File: src/rtl/wb_req_bridge.sv
// wb_req_bridge: Wishbone classic slave that turns each strobe into a single-beat
// request on a valid/ready request channel, with a one-beat write path and a
// one-beat read return path. Reads that never return can be abandoned after a
// configurable number of wait cycles. All outputs are registered.

module wb_req_bridge #(
    parameter logic [31:0] BASE    = 32'h0000_0000,
    parameter int unsigned TIMEOUT = 1024
) (
    input  logic        clk_i,
    input  logic        rstn_i,
    // Wishbone classic slave
    input  logic        cyc_i,
    input  logic        stb_i,
    input  logic        we_i,
    input  logic [29:0] adr_i,
    input  logic [3:0]  sel_i,
    input  logic [31:0] dat_i,
    output logic        ack_o,
    output logic        err_o,
    output logic [31:0] dat_o,
    // request channel
    output logic        req_valid,
    input  logic        req_ready,
    output logic        req_we,
    output logic [2:0]  req_len,
    output logic [3:0]  req_mask,
    output logic [31:0] req_addr,
    // write beat
    output logic        write_valid,
    output logic [31:0] write_data,
    // read beat
    input  logic        read_valid,
    input  logic [31:0] read_data,
    output logic        read_ack
);

    typedef enum logic [2:0] {
        IDLE,
        REQ,
        WDATA,
        RWAIT,
        ACK,
        DRAIN
    } state_t;

    // Counter only needs to reach TIMEOUT-1; keep at least one bit so the
    // declaration stays legal when the timeout is disabled or tiny.
    localparam int unsigned      CNT_W   = (TIMEOUT > 1) ? $clog2(TIMEOUT) : 1;
    localparam logic [CNT_W-1:0] CNT_MAX = CNT_W'(TIMEOUT - 1);

    state_t             state, state_d;
    logic [CNT_W-1:0]   cnt, cnt_d;
    logic               req_valid_d;
    logic               write_valid_d;
    logic               read_ack_d;
    logic               ack_d;
    logic               err_d;
    logic               capture;
    logic               load_rdata;

    // Only single-beat bursts are ever issued.
    assign req_len = 3'd0;

    // Next-state and next-output decode; outputs are registered below so the
    // Wishbone and target inputs never reach an output combinationally.
    always_comb begin
        // NOTE: every signal gets a default before the case so no path leaves
        // it unassigned; a missing default here would infer a latch.
        state_d       = state;
        cnt_d         = cnt;
        req_valid_d   = 1'b0;
        write_valid_d = 1'b0;
        read_ack_d    = 1'b0;
        ack_d         = 1'b0;
        err_d         = 1'b0;
        capture       = 1'b0;
        load_rdata    = 1'b0;

        case (state)
            IDLE: begin
                if (cyc_i && stb_i) begin
                    capture     = 1'b1;
                    req_valid_d = 1'b1;
                    state_d     = REQ;
                end
            end
            REQ: begin
                // req_valid is always high here; once raised it stays up until
                // accepted regardless of what the master does with cyc_i.
                if (req_ready) begin
                    cnt_d         = '0;
                    write_valid_d = req_we;
                    state_d       = req_we ? WDATA : RWAIT;
                end else begin
                    req_valid_d = 1'b1;
                end
            end
            WDATA: begin
                ack_d   = cyc_i;
                state_d = ACK;
            end
            RWAIT: begin
                if (read_valid) begin
                    load_rdata = 1'b1;
                    read_ack_d = 1'b1;
                    ack_d      = cyc_i;
                    state_d    = ACK;
                end else if (TIMEOUT != 0) begin
                    if (cnt == CNT_MAX) begin
                        err_d   = cyc_i;
                        cnt_d   = '0;
                        state_d = DRAIN;
                    end else begin
                        cnt_d = cnt + CNT_W'(1);
                    end
                end
            end
            ACK: begin
                // Always pass through IDLE so a held strobe is not re-taken.
                state_d = IDLE;
            end
            DRAIN: begin
                // Late read beat is consumed but its data is discarded.
                if (read_valid) begin
                    read_ack_d = 1'b1;
                    state_d    = IDLE;
                end
            end
            default: state_d = IDLE;
        endcase
    end

    // State, counter and all output registers, cleared asynchronously.
    always_ff @(posedge clk_i or negedge rstn_i) begin
        if (!rstn_i) begin
            state       <= IDLE;
            cnt         <= '0;
            req_valid   <= 1'b0;
            write_valid <= 1'b0;
            read_ack    <= 1'b0;
            ack_o       <= 1'b0;
            err_o       <= 1'b0;
            req_we      <= 1'b0;
            req_mask    <= '0;
            req_addr    <= '0;
            write_data  <= '0;
            dat_o       <= '0;
        end else begin
            // NOTE: non-blocking assignments so every register samples the
            // pre-edge values, independent of statement order.
            state       <= state_d;
            cnt         <= cnt_d;
            req_valid   <= req_valid_d;
            write_valid <= write_valid_d;
            read_ack    <= read_ack_d;
            ack_o       <= ack_d;
            err_o       <= err_d;
            if (capture) begin
                req_we     <= we_i;
                req_mask   <= sel_i;
                req_addr   <= {adr_i, 2'b00} + BASE;
                write_data <= dat_i;
            end
            if (load_rdata) begin
                dat_o <= read_data;
            end
        end
    end

endmodule

File: config.mk
export PLATFORM = sky130hd
export DESIGN_NAME = wb_req_bridge
export DESIGN_NICKNAME = d
export VERILOG_FILES = /design/src/rtl/wb_req_bridge.sv
export SDC_FILE = /design/constraint.sdc
export NUM_CORES = 1
export LEC_CHECK = 0
export CORE_MARGIN = 4
export CORE_UTILIZATION = 37
export CTS_BUF_LIST = sky130_fd_sc_hd__clkbuf_16
export DETAILED_ROUTE_END_ITERATION = 8
export PLACE_DENSITY = 0.72
export SLEW_MARGIN = 20
export SYNTH_ARGS = -nofsm -noshare
export SYNTH_HDL_FRONTEND = slang
export SYNTH_SLANG_ARGS = --single-unit
File: constraint.sdc
create_clock -name clk_i -period 1.6 [get_ports clk_i]
set_input_delay 0.4 -clock clk_i [delete_from_list [all_inputs] [get_ports clk_i]]
set_output_delay 0.4 -clock clk_i [all_outputs]
set_load 0.01 [all_outputs]
==> summary.txt, run 1 <==
Detailed routing
  • DRT Wirelength: approximately 14000 microns
  • DRC Markers: 0
  • 1st-iter DRT viols: around 140
  • Via count: 3564
  • 1st-pass router iterations: 4
  • Drt via density: about 4.8
  • Post-DRT Antenna Nets: 0
  • Drt wl/cell: between 15 and 20 microns

Critical path
  • CP max-delay cell: clkdlybuf4s50_1
  • Worst Path Required: 1890 ps
  • Worst-path fanout max: 16
  • Crit. End Element: register
  • Critical path arrival: between 1500 and 2000 ps
  • Worst path top cell family by delay: buffers and inverters
  • Critical Path Start Type: input port
  • Worst path buffer plus inverter count: 3
  • Crit Path Class: input port to register
  • CP cell instances: clkdlybuf4s50_1 -> nand2_2 -> nor4_4 -> buf_6 -> buf_16 -> mux2_2
  • Worst path max stage delay: around 500 ps

Cells and area
  • Multi-input gate area: around 1800 sq um
  • Register area: between 2000 and 3000 sq um
  • Layout cells sized above 1: a little under a third
  • Layout area overhead: 71.5%
  • Fin nets: 673
  • Antenna diodes: 0
  • Fill cell count: between 900 and 1000

Floorplan
  • Total I/O pin count: roughly 210
  • Core Box Area: 12200 sq um
  • Row count: 40
  • Die Wd: approximately 120 microns
  • Die Footprint: 14500 sq um
  • Chip height: 121 microns
  • Initial Util: about two fifths

STA
  • Final worst setup slack: -15.3 ps
  • Clock Skew: 7.87 ps
  • Fin. max-slew vios: 0
  • Final setup viols: 23
  • RSZ-0062 raised after global routing: yes
  • Fin crit share: 101%
  • Fmax: 0.619 GHz
  • Min cycle time layout: 1620 ps
  • Final hold violations: 0

Yosys
  • Synth cell count leaders: dfrtp_1, mux2_2, nand2_1, buf_2, buf_4
  • Synth warnings: 0
  • Synth top area share: 62.5%
  • Synth area leaders: dfrtp_1, mux2_2, nand2_1
  • Synthesized area: between 4000 and 5000 sq um
  • Synth Instances: around 320
  • Synth Flop Type: dfrtp_1
  • Asr flop ratio synth: 100%
  • Post-synth EDFFs: 0
  • Synth Register Bits: between 100 and 150
  • Cell variety after synth: 40
  • Syn_area_per_cell: 14.8 sq um
  • Most frequent cell after synthesis: dfrtp_1
  • Post-synth top area cell: dfrtp_1
  • Sequential share of the synthesized area: a little over three fifths

Global route
  • Grt total ovfl: 0
  • First-pass GRT wire length: ~20000 microns
  • Largest net degree at the start of global routing: 69
  • Initial antenna violation count: 0
  • All-Layer GR Usage: roughly 18%
  • Vias in the first global route: between 3000 and 4000

Placed design
  • I/O Buffers: between 200 and 250
  • Placer Congestion: approximately 0.82
  • HPWL after DPL: 9450 microns
  • Pre-CTS setup slack: -448 ps

CTS
  • CTS root buf: clkbuf_16
  • Bufs on Longest Clock Path: 2
  • CTS tree: done
  • H-tree levels: 4
  • Num CTS Buffers: 17
  • Clock transition at path regs: around 50 ps
  • CTS sink count: ~120
  • Worst skew pair latency: around 410 ps

Min path
  • Path type of the worst min-delay path: register to register

Power and ir drop
  • Maximum VDD drop: between 800 and 900 uV
  • Pwr dens: roughly 1900 nW/um^2
  • Leak pwr: 3.76 nW
  • Tot Pwr: about 15 mW

Flow run
  • MaxCap Viol Count: 0

Status
  • Failing checks: setup timing
  • Status: finished, violations left
[per-layer routing]
metal | part of all wire (%) | up-vias | routed length [microns] | track usage (%)
met3 | 6.5 | 26 | 881 | 5.33
met5 | 0 | - | 0 | 0
met1 | 40 | 1777 | 5430 | 20.5
li1 | - | 1625 | - | -
met4 | 2.3 | 0 | 315 | 7.93
met2 | 51 | 136 | 6960 | 30.8
[area by class of cell]
type / instances / area share (%)
clock inverters: 14 / 2.68
well taps: 168 / 2.62
flip-flops and latches: 117 / 36.5
clock buffers: 17 / 5.29
multi-input cells: 180 / 22.7
repair buffers: 249 / 30.2
inverters: 2 / 0.0934
[worst paths after layout]
kind	start	endpoint	slack [ps]	cells past startpoint
worst max register to register	state[2]	cnt[9]	-10	4
worst max-delay path	cyc_i	req_addr[19]	-20	6
worst min register to register	dat_o[7]	dat_o[7]	490	1
min in group asynchronous	rstn_i	req_mask[0]	520	3
worst min-delay path	dat_o[7]	dat_o[7]	490	1
max in group asynchronous	rstn_i	dat_o[10]	740	3
[worst register-to-register path: stages (launching register included)]
cell      delay (ps)
dfrtp_2          450
nand2b_1         180
a211o_1          340
o311ai_1         370
o41ai_2          130
[per-stage QoR]
stage / hold slack [ps] / area (sq um) / utilization [%] / setup TNS [ps] / std cells
CTS: 497 / 7710 / 63.1 / 0 / 741
finish: 492 / 8040 / 65.8 / -250 / 747
global route: 512 / 8040 / 65.8 / -3210 / 747
detailed placement: 428 / 7170 / 58.7 / -39970 / 708
global placement: 418 / 7170 / 58.7 / -38040 / 708
floorplan: 104 / 4730 / - / -698 / 321
[repair_timing]
action,4_1_cts,5_1_grt
endpoints found under the setup margin,139,96
pin swaps,1,1
gates resized for setup,111,56
setup buffers,1,1
hold buffers,1,0
endpoints found under the hold margin,29,0
gates cloned,0,5
[flip-flops by register name, indices dropped and copies added (netlist names)]
signal,flops
dat_o,32
write_data,32
req_addr,30
cnt,10
req_mask,4
state,3
ack_o,1
err_o,1
read_ack,1
req_valid,1
req_we,1
write_valid,1
[power breakdown]
group          internal (mW)  switching, mW  total (mW)
registers               4.32          0.697        5.01
clock network           2.87           1.26        4.13
logic                   3.47           2.36        5.83
[cells in the final DEF (no fill, tap or decap), types with 5 or more instances in the layout]
cell type        instances
mux2_2                  57
clkdlybuf4s50_1        103
nand2_1                 15
buf_4                   29
conb_1                   5
mux2_4                  41
bufinv_16                6
nor2_1                   5
o21ai_0                  5
clkbuf_16               20
dlygate4sd2_1          104
buf_12                   7
dfrtp_1                115
[cell families (layout without fill, tap and decap cells)]
kind of cell               Yosys count  after routing  synth area share (%)
DFF                                117            117                  62.5
muxes                              100            100                  24.0
and+or+nand+nor                     47             47                  5.71
AOI/OAI and AO/OA                   27             27                  4.03
buffers and inverters               24            282                  3.42
adders and majority gates            1              1                 0.267
other                                1              5                0.0800
Power figures use the tool's default switching activity.
==> run 2, diff against run 1 <==
Settings changed: GPL_TIMING_DRIVEN set to 0.
==> summary.txt, run 2 (synthesized netlist as in run 1, its figures left out) <==
Power and ir drop
  • Pwr dens: between 1500 and 2000 nW/um^2
  • Leak pwr: 3.78 nW
  • Maximum VDD drop: slightly above 900 uV

STA
  • Setup TNS: -3590 ps
  • RSZ-0062 raised after global routing: yes
  • Slew margin rel.: roughly three fifths
  • Fin. max-slew vios: 0
  • Final worst setup slack: -93.1 ps
  • Final setup viols: 81
  • Clock Skew: 7.46 ps
  • Fmax: between 0.5 and 0.6 GHz
  • Final hold violations: 0
  • Slew of the pin with the lowest slew margin: ~570 ps
  • Fin crit share: 106%
  • Min cycle time layout: 1690 ps

Cells and area
  • Antenna diodes: 0
  • Layout area overhead: 70.4%
  • Fin nets: about 680
  • Layout cells sized above 1: between 30% and 40%
  • Most common cell after layout, fill and taps aside: dfrtp_1
  • Fin area: 7990 sq um
  • Final Util: between 60% and 70%
  • Largest regs: dat_o (32), write_data (32), req_addr (30)
  • Most frequent cells in the layout: dfrtp_1, dlygate4sd2_1, clkdlybuf4s50_1, mux2_2, mux2_4
  • Non-Filler Instances: 749

Flow run
  • MaxCap Viol Count: 0

Critical path
  • Worst-path fanout max: 6
  • Crit Path Class: register to register
  • Worst path max stage delay: 370 ps
  • Most Frequent Cell on Critical Path: buf_6
  • Worst Path Required: between 1500 and 2000 ps
  • CP cell instances: buf_6 -> nor4_4 -> buf_6 -> buf_12 -> buf_16 -> mux2_4
  • FF-to-FF path depth: 6
  • Critical Path Start Type: register
  • CP max-delay cell: dfrtp_1
  • Worst path buffer plus inverter count: 4
  • Crit. End Element: register
  • Worst path top cell family by delay: buffers and inverters
  • Critical path arrival: 1970 ps
  • Levels on crit path: 6

Floorplan
  • Core Box Area: between 10000 and 15000 sq um
  • Initial Util: approximately two fifths
  • Total I/O pin count: 214
  • Die Wd: roughly 120 microns
  • Row count: 40
  • Chip height: 121 microns
  • Die Footprint: 14500 sq um

Detailed routing
  • Via count: approximately 3600
  • Drt via density: between 4 and 5
  • 1st-iter DRT viols: slightly below 200
  • Post-DRT Antenna Nets: 0
  • Drt wl/cell: ~18 microns
  • DRT Wirelength: 13800 microns
  • 1st-pass router iterations: 4
  • DRC Markers: 0

Global route
  • First-pass GRT wire length: between 20000 and 25000 microns
  • Vias in the first global route: about 3800
  • Largest net degree at the start of global routing: 60
  • Initial antenna violation count: 0
  • All-Layer GR Usage: 19.2%
  • Grt total ovfl: 0

CTS
  • CTS sink count: between 100 and 150
  • Bufs on Longest Clock Path: 2
  • Clock transition at path regs: approximately 50 ps
  • Worst skew pair latency: about 400 ps
  • Num CTS Buffers: 17
  • CTS tree: done
  • CTS root buf: clkbuf_16
  • H-tree levels: 4

Placed design
  • I/O Buffers: between 200 and 250
  • Placed inst area: between 7000 and 8000 sq um
  • DP Cell Count: 697
  • Placer Congestion: 0.791
  • HPWL after DPL: 9170 microns

Min path
  • Path type of the worst min-delay path: input port to register
  • Hold path cells: 3

Status
  • Status: finished, violations left
  • Failing checks: setup timing
[run 2: final cells by class]
| type | count | area [sq um] |
|---|---|---|
| multi-input cells | 180 | 1880 |
| well taps | 168 | 210 |
| plain buffers | 16 | 160 |
| clock inverters | 14 | 80.1 |
| flip-flops and latches | 117 | 2930 |
| repair buffers | 235 | 2290 |
| clock buffers | 17 | 425 |
| inverters | 2 | 7.51 |
| fillers | 937 | 4220 |
[run 2: power by group]
| group | internal [mW] | switching [mW] |
|---|---|---|
| Combinational | 3.49 | 2.47 |
| Sequential | 4.31 | 0.659 |
| Clock | 2.05 | 1.22 |
| Total | 9.85 | 4.34 |
[run 2: routing by layer]
layer	up-vias	wire, microns	track usage, %
met5	-	0	0
met4	0	277	7.86
met3	22	943	5.85
met2	146	7240	32.9
met1	1809	5320	22.5
li1	1637	-	-
[run 2: worst register-to-register path: stages, from the launching register on]
cell	delay, ps
dfrtp_1	370
buf_6	130
nor4_4	320
buf_6	210
buf_12	130
buf_16	110
mux2_4	300
[run 2: per-stage QoR]
stage | hold slack, ps | worst slack, ps | power [mW]
global placement | 473 | -4350 | 10.9
floorplan | 104 | -23.3 | 7.57
detailed placement | 418 | -679 | 11.1
global route | 358 | -173 | 15.0
finish | 361 | -93.1 | 14.2
CTS | 314 | -137 | 14.2
[run 2: worst paths after layout]
check / slack, ps / start / endpoint
setup / recovery: -90 / state[2] / write_data[2]
hold / removal: 360 / read_valid / read_ack
setup reg to reg: -90 / state[2] / write_data[2]
hold reg to reg: 490 / dat_o[1] / dat_o[1]
max in group asynchronous: 350 / rstn_i / dat_o[6]
min in group asynchronous: 560 / rstn_i / write_data[30]
[run 2: repair_timing]
action | 4_1_cts | 5_1_grt
cloned | 4 | 1
gates resized for setup | 182 | 25
pin swaps | 9 | 5
hold buffers | 1 | 0
setup endpoints to repair | 207 | 75
hold endpoints to repair | 58 | 0
setup buffers | 21 | 5
==> run 3, diff against run 2 <==
Settings changed: CORE_UTILIZATION 37 to 39, CTS_BUF_LIST sky130_fd_sc_hd__clkbuf_16 to sky130_fd_sc_hd__clkbuf_8, PLACE_DENSITY 0.72 to 0.75.
==> summary.txt, run 3 (synthesized netlist as in run 1, its figures left out) <==
STA
  • Min cycle time layout: roughly 1700 ps
  • Hold slack final: about 330 ps
  • Setup TNS: -3580 ps
  • Final setup viols: between 80 and 90
  • Clock Skew: roughly 6.6 ps
  • RSZ-0062 raised after global routing: yes
  • Final hold violations: 0
  • Fin crit share: 106%
  • Final worst setup slack: -104 ps
  • Fin. max-slew vios: 0
  • Fmax: slightly below 0.6 GHz

Power and ir drop
  • Reg power frac: between 30% and 40%
  • P_int: 9.09 mW
  • Sw Pwr: roughly 4.2 mW
  • Sw Ratio: 31.8%
  • Leak pwr: roughly 3.7 nW
  • Pwr dens: roughly 1700 nW/um^2
  • Logic pwr share: ~46%
  • Clk network pwr share: between 15 and 20%
  • Maximum VDD drop: between 900 and 1000 uV

Floorplan
  • Core Box Area: 11600 sq um
  • Total I/O pin count: approximately 210
  • Initial Util: between 40% and 50%
  • Die Footprint: 13800 sq um
  • Die Wd: 118 microns
  • Chip height: between 100 and 150 microns
  • Row count: 39

CTS
  • Bufs on Longest Clock Path: 2
  • H-tree levels: 4
  • Worst skew pair latency: roughly 430 ps
  • Num CTS Buffers: 17
  • CTS tree: done
  • Clock transition at path regs: approximately 70 ps
  • CTS root buf: clkbuf_8
  • CTS sink count: 117

Detailed routing
  • Drt via density: 4.87
  • 1st-iter DRT viols: 99
  • Post-DRT Antenna Nets: 0
  • Via count: between 3000 and 4000
  • 1st-pass router iterations: 4
  • Drt wl/cell: between 15 and 20 microns
  • DRC Markers: 0
  • DRT Wirelength: 13400 microns

Cells and area
  • Largest regs: dat_o (32), write_data (32), req_addr (30)
  • Most common cell after layout, fill and taps aside: dfrtp_1
  • Fin area: 7870 sq um
  • Layout cells sized above 1: roughly a third
  • Non-Filler Instances: 722
  • Layout area overhead: 67.8%
  • Antenna diodes: 0
  • Fin nets: around 670
  • Most frequent cells in the layout: dfrtp_1, dlygate4sd2_1, clkdlybuf4s50_1, mux2_2, mux2_4

Placed design
  • Placed inst area: between 7000 and 8000 sq um
  • Pre-CTS setup slack: -678 ps
  • HPWL after DPL: approximately 9000 microns
  • Placer Congestion: 0.814
  • DP Cell Count: between 600 and 700
  • I/O Buffers: 207

Critical path
  • Critical path arrival: a little over 2000 ps
  • Worst Path Required: just under 2000 ps
  • CP max-delay cell: dfrtp_2
  • Worst-path fanout max: 4
  • Crit Path Class: register to register
  • Critical Path Start Type: register
  • Worst R2R Setup Slack: -100 ps
  • Worst path max stage delay: 440 ps
  • Worst path buffer plus inverter count: 1
  • Worst path top cell family by delay: simple AND/OR/NAND/NOR gates
  • CP cell instances: buf_6 -> nand2b_4 -> a211o_4 -> or4_4 -> a21oi_2
  • Crit. End Element: register

Flow run
  • MaxCap Viol Count: 0

Global route
  • Largest net degree at the start of global routing: between 70 and 80
  • First-pass GRT wire length: between 20000 and 25000 microns
  • All-Layer GR Usage: roughly a fifth
  • Initial antenna violation count: 0
  • Vias in the first global route: ~3700
  • Grt total ovfl: 0

Status
  • Status: finished, violations left
  • Failing checks: setup timing

Min path
  • Path type of the worst min-delay path: input port to register
## run 3: cell types whose count changed in the layout (fill, tap and decap cells not counted), moves of 2 or more
cell           change
buf_4              -5
o21ai_0            -4
clkinv_2           +4
buf_8              +2
buf_6              -2
clkbuf_16         -14
mux2_4             +2
clkinv_1           -8
dlygate4sd2_1      -2
o21ai_1            +3
clkbuf_8          +21
## run 3: routing by layer
layer / track usage [%] / share of wire [%]
met3: 5.86 / 6.1
met1: 21.5 / 39
met2: 33.6 / 53
met5: 0 / 0
met4: 8.13 / 2.4
## run 3: path summary, 6_finish.rpt
kind | cells after the start | end | start
setup / recovery | 5 | cnt[8] | state[2]
hold / removal | 2 | err_o | cyc_i
setup reg to reg | 5 | cnt[8] | state[2]
hold reg to reg | 1 | write_data[13] | write_data[13]
max in group asynchronous | 3 | state[1] | rstn_i
min in group asynchronous | 2 | dat_o[7] | rstn_i
## run 3: final cells by class
type	instances	area, sq um
Multi-Input combinational cell	180	1900
Tap cell	143	179
Buffer	19	203
Fill cell	836	3750
Sequential cell	117	2930
Clock buffer	21	289
Inverter	2	7.51
Clock inverter	9	40.0
Timing Repair Buffer	231	2320
## run 3: metrics by stage
stage	util [%]	power, mW
finish	67.7	13.3
global route	67.7	14.1
CTS	65.6	13.1
detailed placement	60.3	11.1
global placement	60.1	10.8
floorplan	-	7.57
## run 3: power groups by stage
stage | clock network [mW] | logic [mW] | registers, mW
global placement | 0 | 5.89 | 4.95
CTS | 2.34 | 5.83 | 4.96
floorplan | 0 | 1.95 | 5.61
finish | 2.27 | 6.06 | 4.99
global route | 2.47 | 6.44 | 5.17
detailed placement | 0 | 6.01 | 5.04
## run 3: what timing repair did
item / 4_1_cts / 5_1_grt
cloned: 4 / 4
resized for setup: 163 / 44
pin swaps: 6 / 6
setup buffers: 12 / 3
hold endpoints to repair: 42 / 0
hold buffers: 1 / 0
setup endpoints to repair: 207 / 107
